[config.mk]
export PLATFORM = sky130hd
export DESIGN_NAME = uart_tx_module
export DESIGN_NICKNAME = d
export VERILOG_FILES = /design/src/rtl/uart_tx_module.sv
export SDC_FILE = /design/constraint.sdc
export NUM_CORES = 1
export LEC_CHECK = 0
export ABC_CLOCK_PERIOD_IN_PS = 6420
export BUFFER_PORTS_ARGS = -buffer_cell sky130_fd_sc_hd__clkbuf_2
export CORE_MARGIN = 5
export CORE_UTILIZATION = 45
export DETAILED_ROUTE_END_ITERATION = 12
export MAX_ROUTING_LAYER = met4
export PLACE_DENSITY = 0.72
export SETUP_SLACK_MARGIN = 0.4
export SLEW_MARGIN = 20
export SYNTH_ARGS = -nofsm -noshare
export SYNTH_HDL_FRONTEND = slang
export SYNTH_SLANG_ARGS = --single-unit
[constraint.sdc]
create_clock -name clk_input -period 6.42 [get_ports clk_input]
set_clock_uncertainty 0.1 [all_clocks]
set_input_delay 0.321 -clock clk_input [delete_from_list [all_inputs] [get_ports clk_input]]
set_output_delay 0.321 -clock clk_input [all_outputs]
set_load 0.02 [all_outputs]
[src/rtl/uart_tx_module.sv]
// 8N1/8N2 UART transmitter fed by a small byte FIFO; frames leave back-to-back.
// States: IDLE line high, wait for data | START start bit | DATA 8 data bits LSB first | STOP stop bit(s)
module uart_tx_module #(
  parameter int FIFO_DEPTH = 4,
  parameter int STOP_BITS  = 1
) (
  input  logic                          clk_input,
  input  logic                          rst_n,
  input  logic [31:0]                   baud_div,
  input  logic [7:0]                    tx_data,
  input  logic                          tx_valid,
  output logic                          tx_ready,
  output logic                          tx_pin,
  output logic                          tx_busy,
  output logic                          tx_done,
  output logic [$clog2(FIFO_DEPTH):0]   fifo_level
);

  localparam int PW = $clog2(FIFO_DEPTH);
  localparam int LW = PW + 1;
  localparam logic [LW-1:0] FULL = LW'(FIFO_DEPTH);
  localparam logic STOP_LAST = (STOP_BITS == 2);

  typedef enum logic [1:0] {IDLE, START, DATA, STOP} state_t;

  state_t        state_q, state_d;
  logic [7:0]    shift_q, shift_d;
  logic [31:0]   bdiv_q, bdiv_d;
  logic [31:0]   baud_cnt_q, baud_cnt_d;
  logic [2:0]    bit_cnt_q, bit_cnt_d;
  logic          stop_cnt_q, stop_cnt_d;
  logic          tx_pin_q, tx_pin_d;
  logic [7:0]    mem_q [FIFO_DEPTH];
  logic [PW-1:0] wr_ptr_q, rd_ptr_q;
  logic [LW-1:0] level_q, level_d;
  logic          push, pop, fifo_empty, baud_tc, last_stop;

  assign fifo_empty = (level_q == '0);
  assign tx_ready   = (level_q != FULL);
  assign push       = tx_valid && tx_ready;
  assign baud_tc    = (baud_cnt_q == bdiv_q - 32'd1);
  assign last_stop  = (stop_cnt_q == STOP_LAST);
  assign tx_done    = (state_q == STOP) && baud_tc && last_stop;
  assign tx_busy    = (state_q != IDLE) || !fifo_empty;
  assign tx_pin     = tx_pin_q;
  assign fifo_level = level_q;

  always_comb begin
    state_d    = state_q;
    shift_d    = shift_q;
    bdiv_d     = bdiv_q;
    baud_cnt_d = baud_cnt_q + 32'd1;
    bit_cnt_d  = bit_cnt_q;
    stop_cnt_d = stop_cnt_q;
    tx_pin_d   = tx_pin_q;
    pop        = 1'b0;
    case (state_q)
      IDLE: begin
        baud_cnt_d = '0;
        tx_pin_d   = 1'b1;
        pop        = !fifo_empty;
      end
      START: begin
        if (baud_tc) begin
          baud_cnt_d = '0;
          bit_cnt_d  = '0;
          state_d    = DATA;
          tx_pin_d   = shift_q[0];
        end
      end
      DATA: begin
        if (baud_tc) begin
          baud_cnt_d = '0;
          if (bit_cnt_q == 3'd7) begin
            state_d    = STOP;
            stop_cnt_d = 1'b0;
            tx_pin_d   = 1'b1;
          end else begin
            shift_d   = {1'b0, shift_q[7:1]};
            bit_cnt_d = bit_cnt_q + 3'd1;
            tx_pin_d  = shift_q[1];
          end
        end
      end
      STOP: begin
        if (baud_tc) begin
          baud_cnt_d = '0;
          if (last_stop) begin
            if (fifo_empty) state_d = IDLE;
            else            pop     = 1'b1;
          end else begin
            stop_cnt_d = 1'b1;
          end
        end
      end
      default: state_d = IDLE;
    endcase
    // A pop always starts a fresh frame, whether from IDLE or straight out of STOP.
    if (pop) begin
      state_d    = START;
      shift_d    = mem_q[rd_ptr_q];
      bdiv_d     = (baud_div < 32'd2) ? 32'd2 : baud_div;
      baud_cnt_d = '0;
      tx_pin_d   = 1'b0;
    end
  end

  always_comb begin
    level_d = level_q;
    case ({push, pop})
      2'b10:   level_d = level_q + LW'(1);
      2'b01:   level_d = level_q - LW'(1);
      default: level_d = level_q;
    endcase
  end

  always_ff @(posedge clk_input or negedge rst_n) begin
    if (!rst_n) begin
      state_q    <= IDLE;
      shift_q    <= '0;
      bdiv_q     <= 32'd2;
      baud_cnt_q <= '0;
      bit_cnt_q  <= '0;
      stop_cnt_q <= 1'b0;
      tx_pin_q   <= 1'b1;
      wr_ptr_q   <= '0;
      rd_ptr_q   <= '0;
      level_q    <= '0;
    end else begin
      state_q    <= state_d;
      shift_q    <= shift_d;
      bdiv_q     <= bdiv_d;
      baud_cnt_q <= baud_cnt_d;
      bit_cnt_q  <= bit_cnt_d;
      stop_cnt_q <= stop_cnt_d;
      tx_pin_q   <= tx_pin_d;
      level_q    <= level_d;
      if (push) wr_ptr_q <= wr_ptr_q + PW'(1);
      if (pop)  rd_ptr_q <= rd_ptr_q + PW'(1);
    end
  end

  always_ff @(posedge clk_input) begin
    if (push) mem_q[wr_ptr_q] <= tx_data;
  end

endmodule

Yosys cells after proc, flatten, opt, wreduce, memory -nomap -nowiden
Memories as Yosys holds them, arrays and structs flattened.
Index checks and enable logic that the tools add are counted.
{"block": "totals", "ff_bits": 86, "mem_bits_rw": 32, "output_inout_bits": 7, "n_memories": 1}
{"block": "classes", "n_addsub": 7, "magnitude_cmp": 1, "n_eq_ne": 20, "muxes": 37, "bitwise_logic": 1, "n_reduce_logical": 21}
{"name": "mem_q", "words": 4, "word_bits": 8, "rd": 1, "rd_ports_with_merged_regs": 0, "write_ports": 1, "line_no": "33", "rtl": "logic [7:0] mem_q [FIFO_DEPTH];"}
{"cell": "two-way mux 32 bit", "count": 3}
{"cell": "one-hot mux 32 bit (2 select lines)", "count": 1}
{"cell": "adder 32 x 1 -> 32 bit, second input constant", "count": 1}
{"cell": "equality test 32 bit", "count": 1}
{"cell": "less-than comparator 32 x 2 -> 1 bit, second input constant", "count": 1}
{"cell": "two-way mux 8 bit", "count": 4}
{"cell": "subtractor 32 x 1 -> 32 bit, second input constant", "count": 1}
{"cell": "inequality test 3 bit, second input constant", "count": 7}
{"cell": "two-way mux 2 bit", "count": 7}
{"cell": "two-way mux 1 bit", "count": 13}
{"cell": "inequality test 2 bit, second input constant", "count": 6}
{"cell": "one-hot mux 3 bit (2 select lines)", "count": 2}
{"cell": "nonzero test 2 bit", "count": 6}
{"cell": "two-way mux 3 bit", "count": 3}
{"cell": "AND reduction 4 bit", "count": 2}
{"cell": "nonzero test 4 bit", "count": 2}
{"cell": "AND reduction 7 bit", "count": 1}
{"cell": "adder 3 x 1 -> 3 bit, second input constant", "count": 2}
{"cell": "equality test 2 bit, second input constant", "count": 3}
{"cell": "one-hot mux 2 bit (3 select lines)", "count": 1}
{"cell": "AND reduction 3 bit", "count": 2}
{"cell": "adder 2 x 1 -> 2 bit, second input constant", "count": 2}
{"cell": "equality test 2 x 1 -> 1 bit, second input constant", "count": 2}
{"cell": "one-hot mux 1 bit (2 select lines)", "count": 2}
{"cell": "other kinds (10)", "count": 12}

Depth between registers and ports, before layout
Gate-level depths: netlist of run 1.
{"block": "depth", "word_depth": 7, "mapped_depth": 19, "depth_no_buf": 17}

Least setup slack after synthesis of run 1
No wires, ideal clock.
{"block": "synth_path", "path_kind": "input-to-reg", "startpoint": "input bdiv_q[0]", "endpoint": "register level_q[2], in the netlist fifo_level[2]", "setup_time_ns": 0.080, "t_arrival_ns": 3.996, "t_required_ns": 6.240, "path_slack_ns": 2.244, "cell_stages": 18, "cell_sequence": "dfrtp_1 or2_2 clkbuf_1 or4b_2 a211oi_1 a211oi_1 nor3_1 nand4_1 nor3_4 o21ai_2 inv_2 buf_6 ha_1 inv_1 fa_1 xor2_1 nor2_1 xor2_1"}
{"block": "synth_between", "elab_chain_cells": 6}
{"element": "start, declared", "line_no": "28", "rtl": "logic [31:0] bdiv_q, bdiv_d;"}
{"element": "subtractor 32 x 1 -> 32 bit (*)", "line_no": "41", "rtl": "assign baud_tc = (baud_cnt_q == bdiv_q - 32'd1);"}
{"element": "equality test 32 bit (*)", "line_no": "41"}
{"element": "two-way mux 1 bit (*)", "line_no": "86", "rtl": "if (baud_tc) begin"}
{"element": "one-hot mux 1 bit (2 select lines) (*)", "line_no": "57", "rtl": "case (state_q)"}
{"element": "equality test 2 x 1 -> 1 bit or equality test 2 bit (tied branches)", "line_no": "110", "rtl": "case ({push, pop})"}
{"element": "one-hot mux 3 bit (2 select lines) or nonzero test 2 bit (tied branches)"}
{"element": "end signal, assigned", "line_no": "137", "rtl": "level_q <= level_d;"}
{"element": "end, declared", "line_no": "35", "rtl": "logic [LW-1:0] level_q, level_d;"}
Every way passes the cells marked *; elsewhere a longest branch is shown, timed or not.
A chain may end at the register's enable or synchronous reset.

Final worst setup path of run 1
{"block": "layout_path", "startpoint": "input bdiv_q[9]", "endpoint": "register level_q[2], in the netlist fifo_level[2]"}
Same word-level chain as after synthesis.

==> summary.md, run 1 <==
| Metric | Value |
|---|---|
| R2r endpoint | `fifo_level[2]$_DFFE_PN0P_` |
| Post-synthesis instance total | `roughly 600` |
| Number of nets still failing antenna checks after routing | `0` |
| Total count of hold-check failures in the final report | `0` |
| Rel. slew slack | `0.440` |
| Number of fill cells in the layout | `roughly 1300` |
| Average wire per cell in the routed design | `17.9 µm` |
| Commonest non-fill, non-tap cell in the layout | `sky130_fd_sc_hd__dfrtp_1` |
| Worst R2R Setup Slack | `1180 ps` |
| Die footprint | `0.0174 mm²` |
| Number of rows in the core area | `44` |
| Number of synthesized flops with an enable pin | `32` |
| Starting Density | `0.459` |
| VDD IR-drop max | `0.257 mV` |
| Most used cells in the layout excluding fill and tap cells | `sky130_fd_sc_hd__dfrtp_1 (83), sky130_fd_sc_hd__nor2_1 (64), sky130_fd_sc_hd__clkbuf_2 (48)` |
| Inserted Diodes | `0` |
| CTS Sinks | `117` |
| Power per Cell Area | `between 400 and 500 mW/mm²` |
| Highest achievable clock rate | `between 150 and 200 MHz` |
| Instance count along the most critical hold path | `1` |
| Pins over their slew limit | `0` |
| Startpoint-to-endpoint class of the critical path | `flip-flop to flip-flop` |
| DR iter-0 viols | `approximately 290` |
| Post-synthesis to final-layout area growth | `15.1%` |
| Ys Warns | `0` |
| Antenna violations before repair | `0` |
| Maximum buffer depth of the clock tree | `2` |
| Distinct cells, synth | `73` |
| Fin nets | `approximately 700` |
| Ratio of cells with drive above 1 in the final layout | `0.204` |
| Number of flip-flops and latches in the synthesized netlist | `117` |
| Worst hold-check path type | `primary input to flip-flop` |
| Overall overflow remaining after global route | `0` |
| Number of detailed-route iterations in the first pass | `4` |
| Root buffer cell | `sky130_fd_sc_hd__clkbuf_16` |
| Number of levels the H-tree was split into | `4` |
| Routed vias | `about 4700` |
| Ports placed on the boundary | `50` |
| Core box area | `0.0145 mm²` |
| Time the worst path needs with I/O delays and setup | `5240 ps` |
| Sequential share of the synthesized area | `0.463` |
| Count of maximum capacitance violations | `0` |
| Sink of the worst hold path | `mem_q[2][0]$_DFFE_PP_` |
| Number of clock buffers inserted by TritonCTS | `17` |
| GR Util All Layers | `0.186` |
| Net count of the mapped netlist | `655` |
| Worst endpoint required time | `about 6700 ps` |
| P_leak | `between 3 and 4 nW` |
| Source-to-sink clock delay at the later pin of the worst-skew pair | `between 400 and 500 ps` |
| Critical R2R Launch | `bdiv_q[9]$_DFFE_PN0P_` |
| Netlist area before placement | `0.00667 mm²` |
| R2R depth | `16` |
| Post-route clock period utilization | `0.816` |
| IO Port Bufs | `49` |
| Critical path startpoint | `bdiv_q[9]$_DFFE_PN0P_` |
| Post-DP HPWL | `around 11000 µm` |
| Mean instance size in the synthesized netlist | `~11 µm²` |
| Wire length of the first global-routing pass | `~25000 µm` |
| Final-layout setup total negative slack | `0 ps` |
| Setup repair after global routing missed its margin | `no` |
| Count of final setup violators | `0` |
| Ratio of routed vias to standard cells | `~5.6` |
| Least-Margin Pin Slew | `839 ps` |
| CP Max Fanout | `34` |
| Post-route cell area | `about 0.0077 mm²` |
| Ys async rst share | `0.726` |
| Die X | `around 130 µm` |
| Placed cell area | `0.00703 mm²` |
| Via count of the first global-routing pass | `between 5000 and 6000` |
| Crit path launch type | `flip-flop` |
| RePlAce Congestion | `around 0.9` |
| Total Wirelength | `between 15000 and 20000 µm` |
| Maximum number of pins on one net before global-route repair | `86` |
| Min-Delay Startpoint | `tx_data[0]` |
| CP endpoint kind | `flip-flop` |
| Die outline height | `132 µm` |
| CP Data Arrival Time | `approximately 5500 ps` |
| Top FF cell, synth | `sky130_fd_sc_hd__dfrtp_1` |
| Clk slew on worst S/H paths | `~60 ps` |
| Detailed-route DRC error count | `0` |
| Result of the run | `completed` |
| TritonCTS clock tree | `done` |
-- state kept, by name, indices dropped and copies added (netlist names) --
name,flops
baud_cnt_q,32
bdiv_q,32
mem_q,32
shift_q,8
bit_cnt_q,3
fifo_level,3
rd_ptr_q,2
state_q,2
wr_ptr_q,2
tx_pin,1
-- power breakdown --
group	leakage, nW	switching (W)	internal [W]	total [W]
clock network	0.292	0.000400	0.000558	0.000958
logic	1.50	0.000660	0.000586	0.00125
registers	1.37	0.000283	0.000997	0.00128
total	3.16	0.00134	0.00214	0.00348
-- Yosys cell counts, types with 3 or more instances --
| master | instances | area (µm²) |
|---|---|---|
| sky130_fd_sc_hd__buf_1 | 3 | 11.3 |
| sky130_fd_sc_hd__nor4_1 | 13 | 81.3 |
| sky130_fd_sc_hd__buf_6 | 5 | 56.3 |
| sky130_fd_sc_hd__nor3_1 | 16 | 80.1 |
| sky130_fd_sc_hd__nor2b_1 | 9 | 56.3 |
| sky130_fd_sc_hd__nand2_1 | 31 | 116 |
| sky130_fd_sc_hd__edfxtp_1 | 32 | 961 |
| sky130_fd_sc_hd__mux2_2 | 12 | 135 |
| sky130_fd_sc_hd__or4_1 | 4 | 30.0 |
| sky130_fd_sc_hd__mux2_1 | 28 | 315 |
| sky130_fd_sc_hd__and2_1 | 6 | 37.5 |
| sky130_fd_sc_hd__clkbuf_1 | 8 | 30.0 |
| sky130_fd_sc_hd__mux2i_1 | 8 | 80.1 |
| sky130_fd_sc_hd__o211ai_1 | 4 | 30.0 |
| sky130_fd_sc_hd__o21ai_0 | 12 | 60.1 |
| sky130_fd_sc_hd__nand4b_1 | 3 | 26.3 |
| sky130_fd_sc_hd__inv_1 | 20 | 75.1 |
| sky130_fd_sc_hd__or3_1 | 7 | 43.8 |
| sky130_fd_sc_hd__xor2_1 | 39 | 342 |
| sky130_fd_sc_hd__mux4_2 | 8 | 180 |
| sky130_fd_sc_hd__ha_1 | 13 | 163 |
| sky130_fd_sc_hd__a211oi_1 | 4 | 30.0 |
| sky130_fd_sc_hd__mux2_4 | 7 | 105 |
| sky130_fd_sc_hd__dfrtp_1 | 83 | 2080 |
| sky130_fd_sc_hd__nor2_1 | 64 | 240 |
| sky130_fd_sc_hd__xnor2_1 | 33 | 289 |
| sky130_fd_sc_hd__buf_2 | 5 | 25.0 |
| sky130_fd_sc_hd__o41ai_1 | 3 | 26.3 |
| sky130_fd_sc_hd__nand2b_1 | 10 | 62.6 |
| sky130_fd_sc_hd__o31ai_1 | 3 | 22.5 |
| sky130_fd_sc_hd__or2_2 | 4 | 25.0 |
| sky130_fd_sc_hd__a31oi_1 | 8 | 50.1 |
| sky130_fd_sc_hd__nand3_1 | 18 | 90.1 |
| sky130_fd_sc_hd__nand4_1 | 13 | 81.3 |
| sky130_fd_sc_hd__and3_1 | 14 | 87.6 |
-- critical path, stage by stage (launching register included) --
cell and delay (ps):
sky130_fd_sc_hd__dfrtp_1 470, sky130_fd_sc_hd__nor4_2 770, sky130_fd_sc_hd__nand3_2 260, sky130_fd_sc_hd__nor3_1 350, sky130_fd_sc_hd__nand3b_1 140, sky130_fd_sc_hd__a211oi_1 270
sky130_fd_sc_hd__nand4_1 350, sky130_fd_sc_hd__nor3_4 350, sky130_fd_sc_hd__o21ai_2 70, sky130_fd_sc_hd__buf_4 200, sky130_fd_sc_hd__inv_2 630, sky130_fd_sc_hd__ha_1 330
sky130_fd_sc_hd__inv_1 60, sky130_fd_sc_hd__fa_1 370, sky130_fd_sc_hd__xor2_1 150, sky130_fd_sc_hd__nor2_1 130, sky130_fd_sc_hd__xor2_1 150
-- cell type report --
cell class                      instances  area, µm²  area share
Inverter                               21       78.8      0.0103
Clock buffer                           17        425      0.0554
Clock inverter                         15        173      0.0225
Sequential cell                       117       3090       0.402
Multi-Input combinational cell        438       3370       0.439
Tap cell                              184        230      0.0300
Timing Repair Buffer                   55        309      0.0402
-- routing by layer --
metal	vias to the layer above	global-route usage	part of all wire
met2	108	0.298	0.49
met4	0	0.0709	0.017
met3	26	0.0458	0.040
li1	2272	-	-
met5	-	-	0
met1	2323	0.230	0.45
-- cells by family after synthesis --
logic type / Yosys count / share of synthesized area
AND/OR/NAND/NOR: 233 / 0.195
flip-flops: 117 / 0.463
XOR/XNOR: 74 / 0.100
multiplexers: 63 / 0.122
AO/OA/AOI/OAI: 54 / 0.0600
buffers and inverters: 43 / 0.0313
adder cells (fa/ha/maj): 14 / 0.0274
-- worst max-delay path by stage --
stage	endpoint	slack [ps]	depth (start not counted)
3_5_place_dp	fifo_level[2]$_DFFE_PN0P_	1220	16
4_1_cts	fifo_level[2]$_DFFE_PN0P_	1190	16
6_report	fifo_level[2]$_DFFE_PN0P_	1180	16
3_3_place_gp	fifo_level[2]$_DFFE_PN0P_	1450	16
2_1_floorplan	fifo_level[2]$_DFFE_PN0P_	2240	17
5_1_grt	fifo_level[2]$_DFFE_PN0P_	770	16
-- timing repair --
| action | 4_1_cts | 5_1_grt |
|---|---|---|
| resized for setup | 0 | 0 |
| endpoints found under the hold margin | 16 | 83 |
| buffers inserted | 0 | 0 |
| hold buffers | 4 | 1 |
-- stage by stage --
stage	utilization	setup WS [ps]	total power, W	hold WS [ps]	instances
finish	0.528	1180	0.00348	19.2	847
global route	0.528	775	0.00371	9.42	847
CTS	0.527	1190	0.00351	3.74	846
detailed placement	0.483	1220	0.00253	431	810
global placement	0.483	1450	0.00249	397	810
floorplan	-	2240	0.00224	-74.6	598
Note: power is estimated with default switching activity, not from simulation.
==> run 2: changes to the inputs <==
--- a/config.mk
+++ b/config.mk
@@ -5,13 +5,13 @@
 export SDC_FILE = /design/constraint.sdc
 export NUM_CORES = 1
 export LEC_CHECK = 0
-export ABC_CLOCK_PERIOD_IN_PS = 6420
+export ABC_CLOCK_PERIOD_IN_PS = 4400
 export BUFFER_PORTS_ARGS = -buffer_cell sky130_fd_sc_hd__clkbuf_2
 export CORE_MARGIN = 5
 export CORE_UTILIZATION = 45
 export DETAILED_ROUTE_END_ITERATION = 12
 export MAX_ROUTING_LAYER = met4
-export PLACE_DENSITY = 0.72
+export PLACE_DENSITY = 0.74
 export SETUP_SLACK_MARGIN = 0.4
 export SLEW_MARGIN = 20
 export SYNTH_ARGS = -nofsm -noshare
==> constraint.sdc (replaced) <==
create_clock -name clk_input -period 4.4 [get_ports clk_input]
set_clock_uncertainty 0.1 [all_clocks]
set_input_delay 0.22 -clock clk_input [delete_from_list [all_inputs] [get_ports clk_input]]
set_output_delay 0.22 -clock clk_input [all_outputs]
set_load 0.02 [all_outputs]
==> run 2 against run 1 <==
Against the previous run:
- setup slack worse by 620 ps
- critical path depth is 1 lower
- worst hold slack better by 98 ps
- register-to-register slack worse by 620 ps
- final area is 6.9% higher
- critical endpoint unchanged
==> summary.md, run 2 (synthesis gave the netlist of run 1 again) <==
| Metric | Value |
|---|---|
| Time the worst path needs with I/O delays and setup | `3840 ps` |
| Min-Delay Startpoint | `tx_valid` |
| TritonCTS clock tree | `done` |
| Worst slack after detailed placement | `approximately 260 ps` |
| Number of detailed-route iterations in the first pass | `5` |
| Ports placed on the boundary | `50` |
| Ratio of routed vias to standard cells | `between 5 and 6` |
| Overall overflow remaining after global route | `0` |
| Ratio of cells with drive above 1 in the final layout | `0.229` |
| CP endpoint kind | `flip-flop` |
| Number of fill cells in the layout | `between 1000 and 1500` |
| Average wire per cell in the routed design | `17.9 µm` |
| Worst R2R Setup Slack | `between 500 and 600 ps` |
| Final-layout setup total negative slack | `0 ps` |
| CP Data Arrival Time | `a little over 4000 ps` |
| DR iter-0 viols | `approximately 240` |
| Number of rows in the core area | `44` |
| Result of the run | `completed` |
| Power per Cell Area | `632 mW/mm²` |
| Starting Density | `0.459` |
| Crit path launch type | `flip-flop` |
| Worst hold-check path type | `primary input to flip-flop` |
| Routed vias | `4966` |
| Reg area | `0.00309 mm²` |
| Die outline height | `132 µm` |
| Combined buffer and inverter count along the critical path | `2` |
| Inserted Diodes | `0` |
| Post-route clock period utilization | `0.873` |
| Worst endpoint required time | `~4600 ps` |
| Number of clock buffers inserted by TritonCTS | `17` |
| Die X | `around 130 µm` |
| Detailed-route DRC error count | `0` |
| Antenna violations before repair | `0` |
| Fin nets | `about 760` |
| Wire length of the first global-routing pass | `26800 µm` |
| Footprint of the multi-input gates | `between 0.003 and 0.004 mm²` |
| Startpoint-to-endpoint class of the critical path | `flip-flop to flip-flop` |
| Total power of the final layout | `about 0.0052 W` |
| Final Hold Slack | `approximately 120 ps` |
| Setup repair after global routing missed its margin | `yes` |
| P_leak | `approximately 3.4 nW` |
| Maximum cell stage delay along the critical path | `580 ps` |
| Critical R2R Launch | `bdiv_q[2]$_DFFE_PN0P_` |
| Worst-case setup margin in the final layout | `roughly 560 ps` |
| Post-synthesis to final-layout area growth | `23.0%` |
| R2r endpoint | `fifo_level[2]$_DFFE_PN0P_` |
| Post-DP HPWL | `11200 µm` |
| Total count of hold-check failures in the final report | `0` |
| Most used cells in the layout excluding fill and tap cells | `sky130_fd_sc_hd__dfrtp_1 (82), sky130_fd_sc_hd__nor2_1 (64), sky130_fd_sc_hd__clkbuf_2 (48)` |
| Clk slew on worst S/H paths | `roughly 60 ps` |
| Die footprint | `0.0174 mm²` |
| Highest achievable clock rate | `around 260 MHz` |
| CP Max Fanout | `9` |
| Count of maximum capacitance violations | `0` |
| Rel. slew slack | `0.565` |
| Root buffer cell | `sky130_fd_sc_hd__clkbuf_16` |
| Via count of the first global-routing pass | `approximately 5300` |
| Number of instances in the placed design | `between 800 and 900` |
| Total Wirelength | `between 15000 and 20000 µm` |
| CTS Sinks | `around 120` |
| Source-to-sink clock delay at the later pin of the worst-skew pair | `around 430 ps` |
| Critical path's top delay family | `simple AND/OR/NAND/NOR gates` |
| Ordered cell list for the critical path | `or4_4 > or3_4 > xnor2_2 > nand4_1 > and4b_1 > nand4_1 > nor3_4 > o21ai_2 > inv_2 > ha_4 > inv_1 > fa_2 > xor2_1 > nor2_1 > xor2_1` |
| Least-Margin Pin Slew | `about 650 ps` |
| Maximum number of pins on one net before global-route repair | `51` |
| Commonest non-fill, non-tap cell in the layout | `sky130_fd_sc_hd__dfrtp_1` |
| Registers with the most flip-flops | `baud_cnt_q: 32 flops, bdiv_q: 32 flops, mem_q: 32 flops` |
| IO Port Bufs | `between 40 and 50` |
| Pins over their slew limit | `0` |
| R2R depth | `15` |
| Instance count along the most critical hold path | `3` |
| Core box area | `between 0.01 and 0.015 mm²` |
| Finished Layout Cells | `between 800 and 900` |
| Number of levels the H-tree was split into | `4` |
| Slowest CP cell | `sky130_fd_sc_hd__or4_4` |
| VDD IR-drop max | `around 0.47 mV` |
| Sink of the worst hold path | `wr_ptr_q[0]$_DFFE_PN0P_` |
| Count of final setup violators | `0` |
| Maximum buffer depth of the clock tree | `2` |
| RePlAce Congestion | `about 0.95` |
| GR Util All Layers | `0.198` |
| Number of nets still failing antenna checks after routing | `0` |
==> run 2: what timing repair did <==
item                                    4_1_cts  5_1_grt
gates cloned                                  0        0
resized for setup                             0       10
pin swaps                                     2        6
endpoints found under the setup margin       32       32
hold endpoints to repair                     99        0
hold buffers                                 41        0
buffers inserted                              5        5
==> run 2: worst max-delay path by stage <==
stage                                       from                        end  slack [ps]  cells past startpoint
after floorplan            bdiv_q[0]$_DFFE_PN0P_  fifo_level[2]$_DFFE_PN0P_         410                     17
after global placement     bdiv_q[2]$_DFFE_PN0P_  fifo_level[2]$_DFFE_PN0P_         390                     15
after detailed placement   bdiv_q[2]$_DFFE_PN0P_  fifo_level[2]$_DFFE_PN0P_         260                     15
after CTS                  bdiv_q[2]$_DFFE_PN0P_  fifo_level[1]$_DFFE_PN0P_         450                     15
after global routing      bdiv_q[16]$_DFFE_PN0P_  fifo_level[2]$_DFFE_PN0P_         320                     15
final                      bdiv_q[2]$_DFFE_PN0P_  fifo_level[2]$_DFFE_PN0P_         560                     15
==> run 2: cell type report <==
| type | count | share of cell area |
|---|---|---|
| clock buffers | 17 | 0.0518 |
| multi-input cells | 438 | 0.421 |
| well taps | 184 | 0.0281 |
| repair buffers | 105 | 0.0939 |
| flip-flops and latches | 117 | 0.377 |
| inverters | 21 | 0.00961 |
| clock inverters | 15 | 0.0189 |
==> run 2: power breakdown <==
part | internal (W) | leakage (nW) | switching [W]
registers | 0.00146 | 1.37 | 0.000439
logic | 0.000940 | 1.73 | 0.000993
clock network | 0.000758 | 0.285 | 0.000597
==> run 2: metal layers <==
| metal | part of all wire | track usage | routed length, µm | vias to the layer above |
|---|---|---|---|---|
| met5 | 0 | - | 0 | - |
| met3 | 0.043 | 0.0477 | 695 | 41 |
| met2 | 0.51 | 0.332 | 8230 | 117 |
| met4 | 0.029 | 0.0840 | 472 | 0 |
| li1 | - | - | - | 2368 |
| met1 | 0.42 | 0.228 | 6670 | 2440 |
==> run 2: metrics by stage <==
step | util | cell area (µm²)
3_5_place_dp | 0.489 | 7100
2_1_floorplan | - | 6730
3_3_place_gp | 0.489 | 7100
5_1_grt | 0.565 | 8210
4_1_cts | 0.560 | 8130
6_report | 0.565 | 8210
==> run 2: tightest hold or removal path: stages <==
cell                       delay [ps]
sky130_fd_sc_hd__clkbuf_2         110
sky130_fd_sc_hd__and2_1           190
sky130_fd_sc_hd__xnor2_1           80
==> run 3: changes to the inputs <==
--- a/config.mk
+++ b/config.mk
@@ -5,7 +5,7 @@
 export SDC_FILE = /design/constraint.sdc
 export NUM_CORES = 1
 export LEC_CHECK = 0
-export ABC_CLOCK_PERIOD_IN_PS = 4400
+export ABC_CLOCK_PERIOD_IN_PS = 3400
 export BUFFER_PORTS_ARGS = -buffer_cell sky130_fd_sc_hd__clkbuf_2
 export CORE_MARGIN = 5
 export CORE_UTILIZATION = 45
==> constraint.sdc (replaced) <==
create_clock -name clk_input -period 3.4 [get_ports clk_input]
set_clock_uncertainty 0.1 [all_clocks]
set_input_delay 0.17 -clock clk_input [delete_from_list [all_inputs] [get_ports clk_input]]
set_output_delay 0.17 -clock clk_input [all_outputs]
set_load 0.02 [all_outputs]
==> run 3 against run 2 <==
Against the previous run:
- utilization is 10 points higher
- routed wire length rose by 21%
- maximum frequency increased by 1.6%
- clock power rose by 29%
- total power is 64% higher
- the run now ends with negative setup slack left
- sequential power grew 20%
- critical path type unchanged
==> summary.md, run 3 (synthesis gave the netlist of run 1 again) <==
| Metric | Value |
|---|---|
| Critical path's top delay family | `simple AND/OR/NAND/NOR gates` |
| Count of maximum capacitance violations | `0` |
| P_leak | `roughly 4.1 nW` |
| Root buffer cell | `sky130_fd_sc_hd__clkbuf_16` |
| Number of nets still failing antenna checks after routing | `0` |
| Total power of the final layout | `~0.0085 W` |
| Highest achievable clock rate | `roughly 260 MHz` |
| VDD IR-drop max | `around 0.55 mV` |
| Die footprint | `0.0174 mm²` |
| Violations in the final reports | `negative setup slack` |
| Met2 demand-to-capacity share in global routing | `0.403` |
| Gr busiest metal | `met2` |
| CP Data Arrival Time | `between 4000 and 5000 ps` |
| Antenna violations before repair | `0` |
| Commonest non-fill, non-tap cell in the layout | `sky130_fd_sc_hd__buf_4` |
| TritonCTS clock tree | `done` |
| Detailed-route DRC error count | `0` |
| Wire length of the first global-routing pass | `approximately 31000 µm` |
| Starting Density | `0.459` |
| Number of rows in the core area | `44` |
| Routed vias | `between 5000 and 6000` |
| Registers with the most flip-flops | `baud_cnt_q: 32 flops, bdiv_q: 32 flops, mem_q: 32 flops` |
| Setup repair after global routing missed its margin | `yes` |
| Number of levels the H-tree was split into | `4` |
| Core Util, Final | `0.666` |
| DR iter-0 viols | `380` |
| CP endpoint kind | `flip-flop` |
| Finished Layout Cells | `1001` |
| Post-synthesis to final-layout area growth | `45.1%` |
| Worst-case setup margin in the final layout | `-377 ps` |
| Result of the run | `finished with violations` |
| Rel. slew slack | `0.477` |
| Slowest CP cell | `sky130_fd_sc_hd__dfrtp_2` |
| Ratio of routed vias to standard cells | `roughly 5.6` |
| Critical R2R Launch | `bdiv_q[4]$_DFFE_PN0P_` |
| Ordered cell list for the critical path | `nor4_4 > buf_6 > nand4_1 > or3_1 > a32o_1 > a21oi_2 > a211o_1 > nor3_4 > o21ai_2 > inv_2 > ha_4 > buf_4 > buf_4 > xor2_1 > nor2_1 > xor2_1` |
| Die outline height | `132 µm` |
| Worst slack after detailed placement | `-340 ps` |
| Worst endpoint required time | `about 3600 ps` |
| Number of clock buffers inserted by TritonCTS | `17` |
| Average wire per cell in the routed design | `slightly below 20 µm` |
| Crit path launch type | `flip-flop` |
| Post-DP HPWL | `around 12000 µm` |
| Maximum cell stage delay along the critical path | `between 400 and 500 ps` |
| Min-Delay Startpoint | `tx_valid` |
| Ratio of cells with drive above 1 in the final layout | `0.412` |
| Combined buffer and inverter count along the critical path | `4` |
| CTS Sinks | `117` |
| Via count of the first global-routing pass | `6125` |
| Worst hold-check path type | `primary input to flip-flop` |
| Pins over their slew limit | `0` |
| Power per Cell Area | `between 800 and 900 mW/mm²` |
| RePlAce Congestion | `~0.9` |
| GR Util met1 | `0.251` |
| CP Max Fanout | `5` |
| IO Port Bufs | `49` |
| Met3 Track Usage GR | `0.0637` |
| Total count of hold-check failures in the final report | `0` |
| Post-route clock period utilization | `1.11` |
| Overall overflow remaining after global route | `0` |
| Maximum number of pins on one net before global-route repair | `86` |
| Startpoint-to-endpoint class of the critical path | `flip-flop to flip-flop` |
| Count of final setup violators | `77` |
| GR Util All Layers | `0.234` |
| Least-Margin Pin Slew | `roughly 800 ps` |
| Inserted Diodes | `0` |
| Maximum buffer depth of the clock tree | `2` |
| Ports placed on the boundary | `50` |
| Number of instances in the placed design | `between 800 and 900` |
| Core box area | `0.0145 mm²` |
| Time the worst path needs with I/O delays and setup | `3780 ps` |
| Clk slew on worst S/H paths | `60 ps` |
| Number of detailed-route iterations in the first pass | `5` |
| Source-to-sink clock delay at the later pin of the worst-skew pair | `430 ps` |
| Critical path startpoint | `bdiv_q[4]$_DFFE_PN0P_` |
| Die X | `roughly 130 µm` |
| Fin nets | `861` |
| Total Wirelength | `slightly below 20000 µm` |
| Most used cells in the layout excluding fill and tap cells | `sky130_fd_sc_hd__buf_4 (93), sky130_fd_sc_hd__dfrtp_1 (81), sky130_fd_sc_hd__clkbuf_2 (47)` |
| Final-layout setup total negative slack | `-10810 ps` |
run 3: cell types whose count changed in the layout (fill, tap and decap cells not counted), moves of 13 or more:
cell                     delta
sky130_fd_sc_hd__mux2_1    -28
sky130_fd_sc_hd__mux2_4    +29
sky130_fd_sc_hd__buf_6     +13
sky130_fd_sc_hd__nor2_4    +14
sky130_fd_sc_hd__nor2_1    -22
sky130_fd_sc_hd__buf_4     +77
run 3: worst register-to-register path: cells and delay by family (launching register included):
| kind | cells | cell delay, ps |
|---|---|---|
| simple gates | 5 | 1240 |
| buf+inv | 4 | 490 |
| xor+xnor | 2 | 360 |
| compound gates | 4 | 880 |
| fa+ha+maj | 1 | 170 |
| flops | 1 | 430 |
run 3: power breakdown:
| group | internal, W | switching [W] |
|---|---|---|
| clock | 0.00103 | 0.000721 |
| sequential | 0.00189 | 0.000372 |
| combinational | 0.00242 | 0.00207 |
| total | 0.00533 | 0.00316 |
run 3: repair_timing:
item                                    CTS  global route
cloned                                    7             1
pin swaps                                31            11
setup buffers                            20            13
endpoints found under the setup margin   84            84
hold buffers                             41             0
gates resized for setup                  98            26
endpoints found under the hold margin   147             0
run 3: worst paths after layout:
check / endpoint / slack [ps] / depth (start not counted)
worst max-delay path: fifo_level[2]$_DFFE_PN0P_ / -380 / 16
worst min-delay path: wr_ptr_q[0]$_DFFE_PN0P_ / 90 / 3
worst max register to register: fifo_level[2]$_DFFE_PN0P_ / -380 / 16
worst min register to register: baud_cnt_q[0]$_DFF_PN0_ / 430 / 1
max in group asynchronous: bdiv_q[12]$_DFFE_PN0P_ / 2370 / 2
min in group asynchronous: baud_cnt_q[2]$_DFF_PN0_ / 280 / 2
run 3: layout make-up:
| cell class | instances | area, µm² |
|---|---|---|
| Sequential cell | 117 | 3090 |
| Multi-Input combinational cell | 438 | 3860 |
| Clock inverter | 14 | 143 |
| Fill cell | 1032 | 4850 |
| Inverter | 21 | 78.8 |
| Timing Repair Buffer | 209 | 1840 |
| Clock buffer | 18 | 429 |
| Tap cell | 184 | 230 |
run 3: metrics by stage:
stage / area (µm²) / hold slack, ps
finish: 9680 / 89.6
global route: 9680 / 122
CTS: 9440 / 82.4
detailed placement: 7740 / 293
global placement: 7740 / 282
floorplan: 6800 / -226
run 3: routing by layer:
| metal | up-vias | routed length [µm] | share of wire |
|---|---|---|---|
| li1 | 2585 | - | - |
| met1 | 2762 | 7480 | 0.38 |
| met2 | 205 | 10100 | 0.52 |
| met3 | 71 | 1020 | 0.053 |
| met4 | 0 | 813 | 0.042 |
| met5 | - | 0 | 0 |
